--- config.mk ---
export PLATFORM = sky130hd
export DESIGN_NAME = player_motion_ctrl
export DESIGN_NICKNAME = d
export VERILOG_FILES = /design/src/rtl/player_motion_ctrl.sv
export SDC_FILE = /design/constraint.sdc
export NUM_CORES = 1
export LEC_CHECK = 0
export ABC_AREA = 1
export ABC_CLOCK_PERIOD_IN_PS = 2100
export BUFFER_PORTS_ARGS = -buffer_cell sky130_fd_sc_hd__buf_2
export CAP_MARGIN = 20
export CORE_MARGIN = 2
export CORE_UTILIZATION = 45
export CTS_BUF_LIST = sky130_fd_sc_hd__clkbuf_8
export CTS_CLUSTER_DIAMETER = 80
export CTS_CLUSTER_SIZE = 40
export DETAILED_ROUTE_END_ITERATION = 16
export HOLD_SLACK_MARGIN = 0.03
export MAX_ROUTING_LAYER = met4
export PLACE_DENSITY = 0.79
export SLEW_MARGIN = 20
export SYNTH_ARGS = -nofsm -noshare
export SYNTH_HDL_FRONTEND = slang
export SYNTH_SLANG_ARGS = --single-unit
--- constraint.sdc ---
create_clock -name procClock -period 2.1 [get_ports procClock]
set_clock_uncertainty 0.1 [all_clocks]
set_input_delay 0.42 -clock procClock [delete_from_list [all_inputs] [get_ports procClock]]
set_output_delay 0.42 -clock procClock [all_outputs]
set_load 0.1 [all_outputs]
--- src/rtl/player_motion_ctrl.sv ---
// rtl/player_motion_ctrl.sv - PS/2 key decoder driving two rate-limited, wall- and edge-bounded sprite positions
module player_motion_ctrl #(
    parameter int STEP_DIV = 500000,
    parameter int P0_X0    = 40,
    parameter int P0_Y0    = 40,
    parameter int P1_X0    = 576,
    parameter int P1_Y0    = 416,
    parameter int MAX_X    = 616,
    parameter int MAX_Y    = 456
) (
    input  logic        procClock,
    input  logic        reset,
    input  logic        ps2_key_pressed,
    input  logic [7:0]  ps2_key_data_in,
    input  logic        player0_collisionUp,
    input  logic        player0_collisionDown,
    input  logic        player0_collisionLeft,
    input  logic        player0_collisionRight,
    input  logic        player1_collisionUp,
    input  logic        player1_collisionDown,
    input  logic        player1_collisionLeft,
    input  logic        player1_collisionRight,
    output logic [31:0] player0_x,
    output logic [31:0] player0_y,
    output logic [31:0] player1_x,
    output logic [31:0] player1_y,
    output logic        move_tick
);

    localparam logic [0:0] IDLE = 1'b0;
    localparam logic [0:0] BRK  = 1'b1;
    localparam int CW = (STEP_DIV > 2) ? $clog2(STEP_DIV) : 1;
    localparam logic [CW-1:0] LAST = CW'(STEP_DIV - 1);

    logic [0:0]    state;
    logic [CW-1:0] cnt;
    // held[3:0] = player 0 {right,left,down,up}, held[7:4] = player 1 same order
    logic [7:0]    held;
    logic [9:0]    p0_x, p1_x;
    logic [8:0]    p0_y, p1_y;
    logic [18:0]   p0_next, p1_next;
    logic          make;

    // One step with fixed priority up > down > left > right; a blocked choice
    // is dropped rather than falling through to the next held direction.
    function automatic logic [18:0] step(input logic [9:0] x, input logic [8:0] y,
                                         input logic [3:0] k, input logic [3:0] c);
        logic [9:0] nx;
        logic [8:0] ny;
        nx = x;
        ny = y;
        if (k[0]) begin
            if (!c[0] && y != 9'd0) ny = y - 9'd1;
        end else if (k[1]) begin
            if (!c[1] && y < 9'(MAX_Y)) ny = y + 9'd1;
        end else if (k[2]) begin
            if (!c[2] && x != 10'd0) nx = x - 10'd1;
        end else if (k[3]) begin
            if (!c[3] && x < 10'(MAX_X)) nx = x + 10'd1;
        end
        return {nx, ny};
    endfunction

    assign move_tick = (cnt == LAST);
    assign make      = (state == IDLE);

    always_comb begin
        p0_next = step(p0_x, p0_y, held[3:0],
                       {player0_collisionRight, player0_collisionLeft,
                        player0_collisionDown, player0_collisionUp});
        p1_next = step(p1_x, p1_y, held[7:4],
                       {player1_collisionRight, player1_collisionLeft,
                        player1_collisionDown, player1_collisionUp});
    end

    always_ff @(posedge procClock) begin
        if (reset) begin
            state <= IDLE;
            cnt   <= '0;
            held  <= '0;
            p0_x  <= 10'(P0_X0);
            p0_y  <= 9'(P0_Y0);
            p1_x  <= 10'(P1_X0);
            p1_y  <= 9'(P1_Y0);
        end else begin
            cnt <= move_tick ? '0 : cnt + CW'(1);
            if (ps2_key_pressed) begin
                if (ps2_key_data_in == 8'hF0) begin
                    state <= BRK;
                end else if (ps2_key_data_in != 8'hE0) begin
                    state <= IDLE;
                    case (ps2_key_data_in)
                        8'h1D:   held[0] <= make;
                        8'h1B:   held[1] <= make;
                        8'h1C:   held[2] <= make;
                        8'h23:   held[3] <= make;
                        8'h75:   held[4] <= make;
                        8'h72:   held[5] <= make;
                        8'h6B:   held[6] <= make;
                        8'h74:   held[7] <= make;
                        default: ;
                    endcase
                end
            end
            if (move_tick) begin
                {p0_x, p0_y} <= p0_next;
                {p1_x, p1_y} <= p1_next;
            end
        end
    end

    assign player0_x = {22'd0, p0_x};
    assign player0_y = {23'd0, p0_y};
    assign player1_x = {22'd0, p1_x};
    assign player1_y = {23'd0, p1_y};

endmodule
# --- Word level (Yosys, flattened, before mapping) ---
# Index checks and enable logic that the tools add are counted.
totals:
  output_inout_bits: 129
  reg_bits: 66
  wordCells: 109
  input_bits: 19
op_classes:
  bitwise_logic: 6
  muxes: 18
  order_cmp: 4
  n_reduce_logical: 43
  eq_ne: 15
  n_addsub: 9
op_table:
  columns: ["cell", "n"]
  rows:
  - ["10-bit two-way mux", 8]
  - ["9-bit two-way mux", 8]
  - ["4-bit AND reduction", 10]
  - ["8-bit by 7-bit == test with 1-bit output, second input constant", 4]
  - ["8-bit by 5-bit == test with 1-bit output, second input constant", 3]
  - ["10-bit by 1-bit adder with 10-bit output, second input constant", 2]
  - ["10-bit less-than comparator, second input constant", 2]
  - ["10-bit nonzero test", 2]
  - ["10-bit by 1-bit subtractor with 10-bit output, second input constant", 2]
  - ["19-bit by 1-bit adder with 19-bit output, second input constant", 1]
  - ["19-bit == test, second input constant", 1]
  - ["9-bit by 1-bit adder with 9-bit output, second input constant", 2]
  - ["9-bit less-than comparator, second input constant", 2]
  - ["2-bit nonzero test", 9]
  - ["9-bit nonzero test", 2]
  - ["9-bit by 1-bit subtractor with 9-bit output, second input constant", 2]
  - ["6-bit AND reduction", 2]
  - ["8-bit by 6-bit == test with 1-bit output, second input constant", 1]
  - ["8-bit == test, second input constant", 1]
  - ["1-bit logical AND", 8]
  - ["1-bit logical NOT", 8]
  - ["2-bit by 1-bit != test with 1-bit output, second input constant", 4]
  - ["8-bit != test, second input constant", 1]
  - ["1-bit NOT", 6]
  - ["3 further kinds", 4]

# --- Logic depth before layout (Yosys ltp) ---
# Gate-level depths: netlist of the first run.
depth:
  depth_word: 5
  mapped_depth: 11

# --- Least setup slack after synthesis of the first run ---
# No wires, ideal clock.
synth_timing:
  kind: "register -> register"
  from: "reg p1_x[2]"
  to: "reg p1_x[7]"
  setup_slack_ns: -0.225
  period_less_slack_ns: 2.325
  stages_incl_launch_ff: 11
  setup_time_ns: 0.114
  required_ns: 1.886
  arrival_ns: 2.110
  path_cell_list: "dfxtp_1 > ha_1 > nand2_1 > nand2_1 > o21bai_1 > nand2_1 > nand2_1 > nand2_1 > nand3_1 > a21oi_1 > nor2_1"
synth_via:
  elab_chain_cells: 4
  elab_cells_between_ends: 13
  cone_classes: "add/sub (2); order compare (1); eq/ne (1); mux (4); reduce/logical (5)"
synth_rtl:
  columns: ["item", "line_no", "text"]
  rows:
  - ["start, declared", "39", "logic [9:0] p0_x, p1_x;"]
  - ["start signal, assigned", "83", "p1_x <= 10'(P1_X0);"]
  - ["start signal, assigned", "107", "{p1_x, p1_y} <= p1_next;"]
  - ["10-bit by 1-bit adder with 10-bit output, or another cell as far along", "59", "if (!c[3] && x < 10'(MAX_X)) nx = x + 10'd1;"]
  - ["10-bit two-way mux, or another cell as far along", "59", null]
  - ["10-bit two-way mux, or another cell as far along", "58", "end else if (k[3]) begin"]
  - ["10-bit two-way mux / 6-bit AND reduction (equally long branches)", null, null]
# Parallel ways exist; a longest one is shown, timed or not. The select of a mux whose other input is x is not followed.
# A chain may end at the register's enable or synchronous reset.

# --- Worst setup path after layout of the first run ---
layout_timing:
  from: "reg cnt[0]"
  to: "out move_tick"
layout_via:
  elab_chain_cells: 1
layout_rtl:
  columns: ["item", "line_no", "text"]
  rows:
  - ["start, declared", "36", "logic [CW-1:0] cnt;"]
  - ["start signal, assigned", "86", "cnt <= move_tick ? '0 : cnt + CW'(1);"]
  - ["19-bit == test", "64", "assign move_tick = (cnt == LAST);"]
  - ["end, declared", "27", "output logic move_tick"]
# Every way passes these cells.

==> results.json, run 1 <==
{
  "holdBufCountCts": 0,
  "cp_cell_sequence": "ha_4, nand3_4, nor2_4, nand3_2, clkinvlp_4, buf_12",
  "hpwl_mm": 9.10,
  "final_util_pct": 49.6,
  "critical_path.top_delay_family": "flip-flops",
  "wirelength_mm": 11.5,
  "cp.buffers_inverters": 2,
  "clkTransAtPathRegs_ps": 80,
  "relSlewSlack_pct": 67.1,
  "place.gp.congestion": 0.901,
  "start_util_pct": 45.6,
  "yosysUniqueCellTypes": 42,
  "final_common_cell": "nand2_1",
  "dieArea_mm2": 0.0129,
  "grt_pass1_vias": 4398,
  "synth_top_area_cell": "dfxtp_1",
  "worstSetupPathType": "flop to primary output",
  "critPathRequiredTime_ps": 1580,
  "grt_first_pass_wirelength_mm": 19.4,
  "cts_buffers": 9,
  "final_cell_mix": "nand2_1 (167), nor2_1 (97), inv_1 (90), conb_1 (90)",
  "power_mw": 3.07,
  "period_minus_slack_ps": 2070,
  "dpl_cell_area_mm2": 0.00565,
  "synth_cells": 813,
  "area_growth_pct": 8.57,
  "wire_per_inst_um": 11.1,
  "setup_viol": 0,
  "seq_area_frac_synth_pct": 24.4,
  "drt_first_pass_iters": 4,
  "die_w_um": 114,
  "clock_latency_ps": 360,
  "slowest_stage": "dfxtp_4",
  "syn_area_mm2": 0.00541,
  "nets": 939,
  "dieHeight_um": 114,
  "setup_tns_ps": 0,
  "drive_gt1_share_pct": 18.0,
  "grt_use_total_pct": 18.8,
  "ys_seq_elements": 66,
  "grt_max_degree": 20,
  "hp-class": "input pin to flop",
  "hold_ws_ps": 236,
  "cts.path.max_buffers": 2,
  "synth_top_area_share_pct": 24.4,
  "cts_root_buf": "clkbuf_8",
  "fmax_mhz": 483,
  "fillers": 1204,
  "row_count": 40,
  "vias_per_cell": 4.75,
  "fin_crit_sh_pct": 98.7,
  "cts.sinks": 66,
  "avgSynthCellArea_um2": 6.66,
  "cpPeakStageDelay_ps": 380,
  "port_buffers": 57,
  "end_kind": "primary output",
  "drt-initial-drc-count": 291,
  "antenna_left": 0,
  "crit_fanout": 6,
  "htree_levels": 3,
  "drc_errors": 0,
  "yosys_warnings": 0,
  "crit_path_start_kind": "flop",
  "design_area_mm2": 0.00588,
  "drv_slew": 0,
  "vias": 4933,
  "ys_top_cells_by_area": "dfxtp_1 (24%), buf_4 (12%), nand2_1 (12%), ha_1 (7.2%), nor2_1 (6.9%)",
  "rsz0062_at_grt": "yes",
  "io_pins": 148,
  "core_mm2": 0.0119,
  "powerDensity_mw_per_mm2": 522,
  "grt_overflow_total": 0,
  "drv_cap": 0,
  "leakagePower_nw": 2.99,
  "arrival_ps": 1550,
  "worst_pin_slew_ps": 490,
  "antenna_found_initial": 1,
  "peakVddDrop_mv": 0.220,
  "hold_viol": 0,
  "status": "completed",
  "cts_tree": "yes"
}
[Yosys cell counts (all sizes together)]
| cell | n |
|---|---|
| clkinv | 3 |
| nor3 | 20 |
| o21a | 2 |
| nand2 | 172 |
| o211ai | 2 |
| a21o | 1 |
| o21ai | 33 |
| a21oi | 56 |
| ha | 31 |
| a211oi | 1 |
| xor2 | 20 |
| a31oi | 1 |
| nand3b | 4 |
| nor2 | 107 |
| nand4 | 19 |
| inv | 93 |
| o22ai | 1 |
| o21bai | 5 |
| buf | 92 |
| fa | 4 |
| xnor2 | 7 |
| a21boi | 2 |
| dfxtp | 66 |
| or2 | 3 |
| conb | 1 |
| nand3 | 59 |
| nor3b | 2 |
| nor4 | 2 |
| clkbuf | 4 |
[stage by stage]
step                      setup slack, ps  instances
after floorplan                      5.48        902
after global placement                187       1019
after detailed placement              115       1019
after CTS                            9.21       1036
after global routing                -52.7       1038
final                                27.5       1038
[registers in the layout, summed over array words and instances (netlist names)]
name   cells
p1_x      10
p0_x      10
state      1
cnt       19
held       8
p0_y       9
p1_y       9
[worst min-delay path: stages]
cell and delay [ps]:
buf_2 120, nand2_1 60, a21oi_1 50
[worst paths after layout]
| check | to | depth (start not counted) | slack, ps | start |
|---|---|---|---|---|
| worst min register to register | held[5]$_SDFFE_PP0P_ | 2 | 350 | held[5]$_SDFFE_PP0P_ |
| worst max-delay path | move_tick | 6 | 30 | cnt[0]$_SDFF_PP0_ |
| worst max register to register | p0_y[0]$_SDFFE_PP0P_ | 12 | 160 | cnt[0]$_SDFF_PP0_ |
| worst min-delay path | state$_SDFFE_PP0P_ | 3 | 240 | ps2_key_pressed |
[kinds of logic (layout without fill, tap and decap cells)]
logic type | Yosys count | in the layout | synth area share, %
flops | 66 | 66 | 24.4
simple gates | 388 | 388 | 32.5
other cells | 1 | 91 | 0.0693
xor+xnor | 27 | 27 | 4.37
buf+inv | 192 | 180 | 19.7
fa+ha+maj | 35 | 35 | 8.64
compound gates | 104 | 104 | 10.3
[power by group]
group          internal (mW)  total, mW  switching [mW]
clock                  0.486      0.995           0.509
sequential              1.26       1.26         0.00807
combinational         0.0394      0.808           0.769
total                   1.78       3.07            1.29
[routing by layer]
metal	track usage [%]	wire, um	share of wire [%]
met5	-	0	0
met4	6.91	156	1.4
met3	4.78	738	6.4
met2	29.9	5300	46
met1	23.2	5350	46
[layout make-up]
cell class | count | area [um^2] | share of cell area [%]
Timing Repair Buffer | 68 | 383 | 6.51
Multi-Input combinational cell | 644 | 3380 | 57.6
Clock inverter | 5 | 30.0 | 0.511
Sequential cell | 66 | 1370 | 23.4
Clock buffer | 11 | 151 | 2.58
Tap cell | 147 | 184 | 3.13
Antenna cell | 1 | 2.50 | 0.0426
Inverter | 96 | 372 | 6.32
[what timing repair did]
item / in CTS / in global routing
pin swaps: 1 / 0
gates resized for setup: 7 / 8
hold endpoints to repair: 0 / 0
buffers inserted: 1 / 1
setup endpoints to repair: 1 / 6
Note: power is estimated with default switching activity, not from simulation.
==> run 2: changes to the inputs <==
--- a/config.mk
+++ b/config.mk
@@ -6,9 +6,10 @@
 export NUM_CORES = 1
 export LEC_CHECK = 0
 export ABC_AREA = 1
-export ABC_CLOCK_PERIOD_IN_PS = 2100
+export ABC_CLOCK_PERIOD_IN_PS = 2490
 export BUFFER_PORTS_ARGS = -buffer_cell sky130_fd_sc_hd__buf_2
 export CAP_MARGIN = 20
+export CORE_ASPECT_RATIO = 0.7
 export CORE_MARGIN = 2
 export CORE_UTILIZATION = 45
 export CTS_BUF_LIST = sky130_fd_sc_hd__clkbuf_8
==> constraint.sdc (replaced) <==
create_clock -name procClock -period 2.49 [get_ports procClock]
set_clock_uncertainty 0.1 [all_clocks]
set_input_delay 0.498 -clock procClock [delete_from_list [all_inputs] [get_ports procClock]]
set_output_delay 0.498 -clock procClock [all_outputs]
set_load 0.1 [all_outputs]
==> run 2 against run 1 <==
Design area fell by 1.9%. Core utilization down 0.36 points. Final cell count is 0.19% higher. Worst setup slack gained 100 ps. Clock-buffer cell count fell by 1. Non-clock buffer count fell by 6. Via count grew 0.32%. Flip-flop and latch count is the same. Clock power fell by 12%. Critical path depth did not move. Combinational power shrank 16%. Critical path type unchanged.
==> results.json, run 2 (synthesis gave the netlist of run 1 again) <==
{
  "fillers": 1209,
  "drt-initial-drc-count": 291,
  "critPathRequiredTime_ps": 1890,
  "cts_root_buf": "clkbuf_8",
  "powerDensity_mw_per_mm2": 453,
  "hold_viol": 0,
  "cts_buffers": 9,
  "grt_first_pass_wirelength_mm": 20.3,
  "grt_use_total_pct": 20.0,
  "nets": 933,
  "cts.path.max_buffers": 2,
  "drt_first_pass_iters": 5,
  "dieArea_mm2": 0.0129,
  "core_mm2": 0.0117,
  "worstSetupPathType": "flop to primary output",
  "start_util_pct": 46.2,
  "wirelength_mm": 12.0,
  "largest_register_ffs": 19,
  "fmax_mhz": 424,
  "end_kind": "primary output",
  "power_frac_comb_pct": 25.9,
  "slowest_stage": "dfxtp_1",
  "row_count": 33,
  "final_common_cell": "nand2_1",
  "clkTransAtPathRegs_ps": 70,
  "fin_crit_sh_pct": 94.8,
  "cpPeakStageDelay_ps": 390,
  "antenna_cells": 0,
  "instances_no_fill": 1040,
  "clock_latency_ps": 350,
  "cts.sinks": 66,
  "biggestRegsByFlops": "cnt x19, p0_x x10, p1_x x10",
  "p_switching_mw": 1.05,
  "critical_path.top_delay_family": "simple AND/OR/NAND/NOR gates",
  "peakVddDrop_mv": 0.281,
  "swShare_pct": 40.3,
  "vias_per_cell": 4.76,
  "design_area_mm2": 0.00577,
  "drc_errors": 0,
  "dpl_cell_area_mm2": 0.00558,
  "setup_tns_ps": 0,
  "port_buffers": 57,
  "period_minus_slack_ps": 2360,
  "dieHeight_um": 95.8,
  "grt_overflow_total": 0,
  "cts_setup_buffers": 0,
  "die_w_um": 135,
  "vias": 4949,
  "antenna_left": 0,
  "leakagePower_nw": 2.96,
  "grt_max_degree": 34,
  "area_growth_pct": 6.56,
  "place.gp.congestion": 0.911,
  "antenna_found_initial": 0,
  "setup_viol": 0,
  "cp.buffers_inverters": 2,
  "p_int_mw": 1.56,
  "largest_register": "cnt",
  "hp-class": "input pin to flop",
  "grt_pass1_vias": 4363,
  "rsz0062_at_grt": "no",
  "drv_cap": 0,
  "arrival_ps": 1760,
  "seqPwrFrac_pct": 40.7,
  "hpwl_mm": 9.49,
  "clock_power_share_pct": 33.4,
  "htree_levels": 3,
  "cp_cell_sequence": "ha_2, nand3_4, nor2_1, nand3_2, inv_1, buf_12",
  "wire_per_inst_um": 11.6,
  "place_inst": 1025,
  "drive_gt1_share_pct": 12.1,
  "cts_tree": "yes",
  "io_pins": 148,
  "final_cell_mix": "nand2_1 (167), nor2_1 (100), inv_1 (94), conb_1 (90), dfxtp_1 (66)",
  "drv_slew": 0,
  "crit_fanout": 6,
  "crit_path_start_kind": "flop",
  "status": "completed"
}
[run 2: worst paths after layout]
check                           depth (start not counted)  slack (ps)                    to            startpoint
worst min-delay path                                    3         330    state$_SDFFE_PP0P_       ps2_key_pressed
worst max-delay path                                    6         130             move_tick     cnt[0]$_SDFF_PP0_
worst max register to register                         10         520  p0_x[7]$_SDFFE_PP0P_  held[2]$_SDFFE_PP0P_
worst min register to register                          2         350  held[5]$_SDFFE_PP0P_  held[5]$_SDFFE_PP0P_
[run 2: worst register-to-register path, delay by kind of cell (launching register included)]
| family | cells | cell delay (ps) |
|---|---|---|
| flip-flops | 1 | 530 |
| AO/OA/AOI/OAI | 2 | 340 |
| adder cells (fa/ha/maj) | 1 | 350 |
| AND/OR/NAND/NOR | 7 | 530 |
[run 2: power groups by stage]
stage          clock network, mW  registers (mW)  logic [mW]
3_5_place_dp                   0            1.09       0.673
4_1_cts                    0.897            1.07       0.673
2_1_floorplan                  0            1.09       0.752
5_1_grt                    0.939            1.07       0.702
6_report                   0.873            1.07       0.677
3_3_place_gp                   0            1.09       0.672
[run 2: metrics by stage]
| stage | util [%] | hold WS (ps) | total power, mW | setup slack, ps |
|---|---|---|---|---|
| 3_3_place_gp | 47.6 | 341 | 1.76 | 530 |
| 4_1_cts | 49.2 | 314 | 2.64 | 65.7 |
| 2_1_floorplan | - | 324 | 1.84 | 165 |
| 6_report | 49.2 | 331 | 2.61 | 130 |
| 3_5_place_dp | 47.6 | 338 | 1.76 | 445 |
| 5_1_grt | 49.2 | 329 | 2.71 | 31.8 |
[run 2: area by class of cell]
type,instances,area [um^2],area share [%]
Timing Repair Buffer,62,338,5.86
Multi-Input combinational cell,644,3360,58.3
Clock inverter,5,47.5,0.824
Inverter,96,368,6.38
Sequential cell,66,1320,22.9
Tap cell,157,196,3.40
Clock buffer,10,138,2.39
[run 2: routing by layer]
metal / wire, um / track usage [%] / share of wire [%]
met1: 6180 / 27.6 / 51
met2: 4930 / 29.3 / 41
met3: 768 / 4.53 / 6.4
met4: 149 / 6.08 / 1.2
met5: 0 / - / 0
[run 2: what timing repair did]
action                                 CTS  global route
hold buffers                             0             0
setup endpoints to repair                0             1
endpoints found under the hold margin    0             0
resized for setup                        0             1
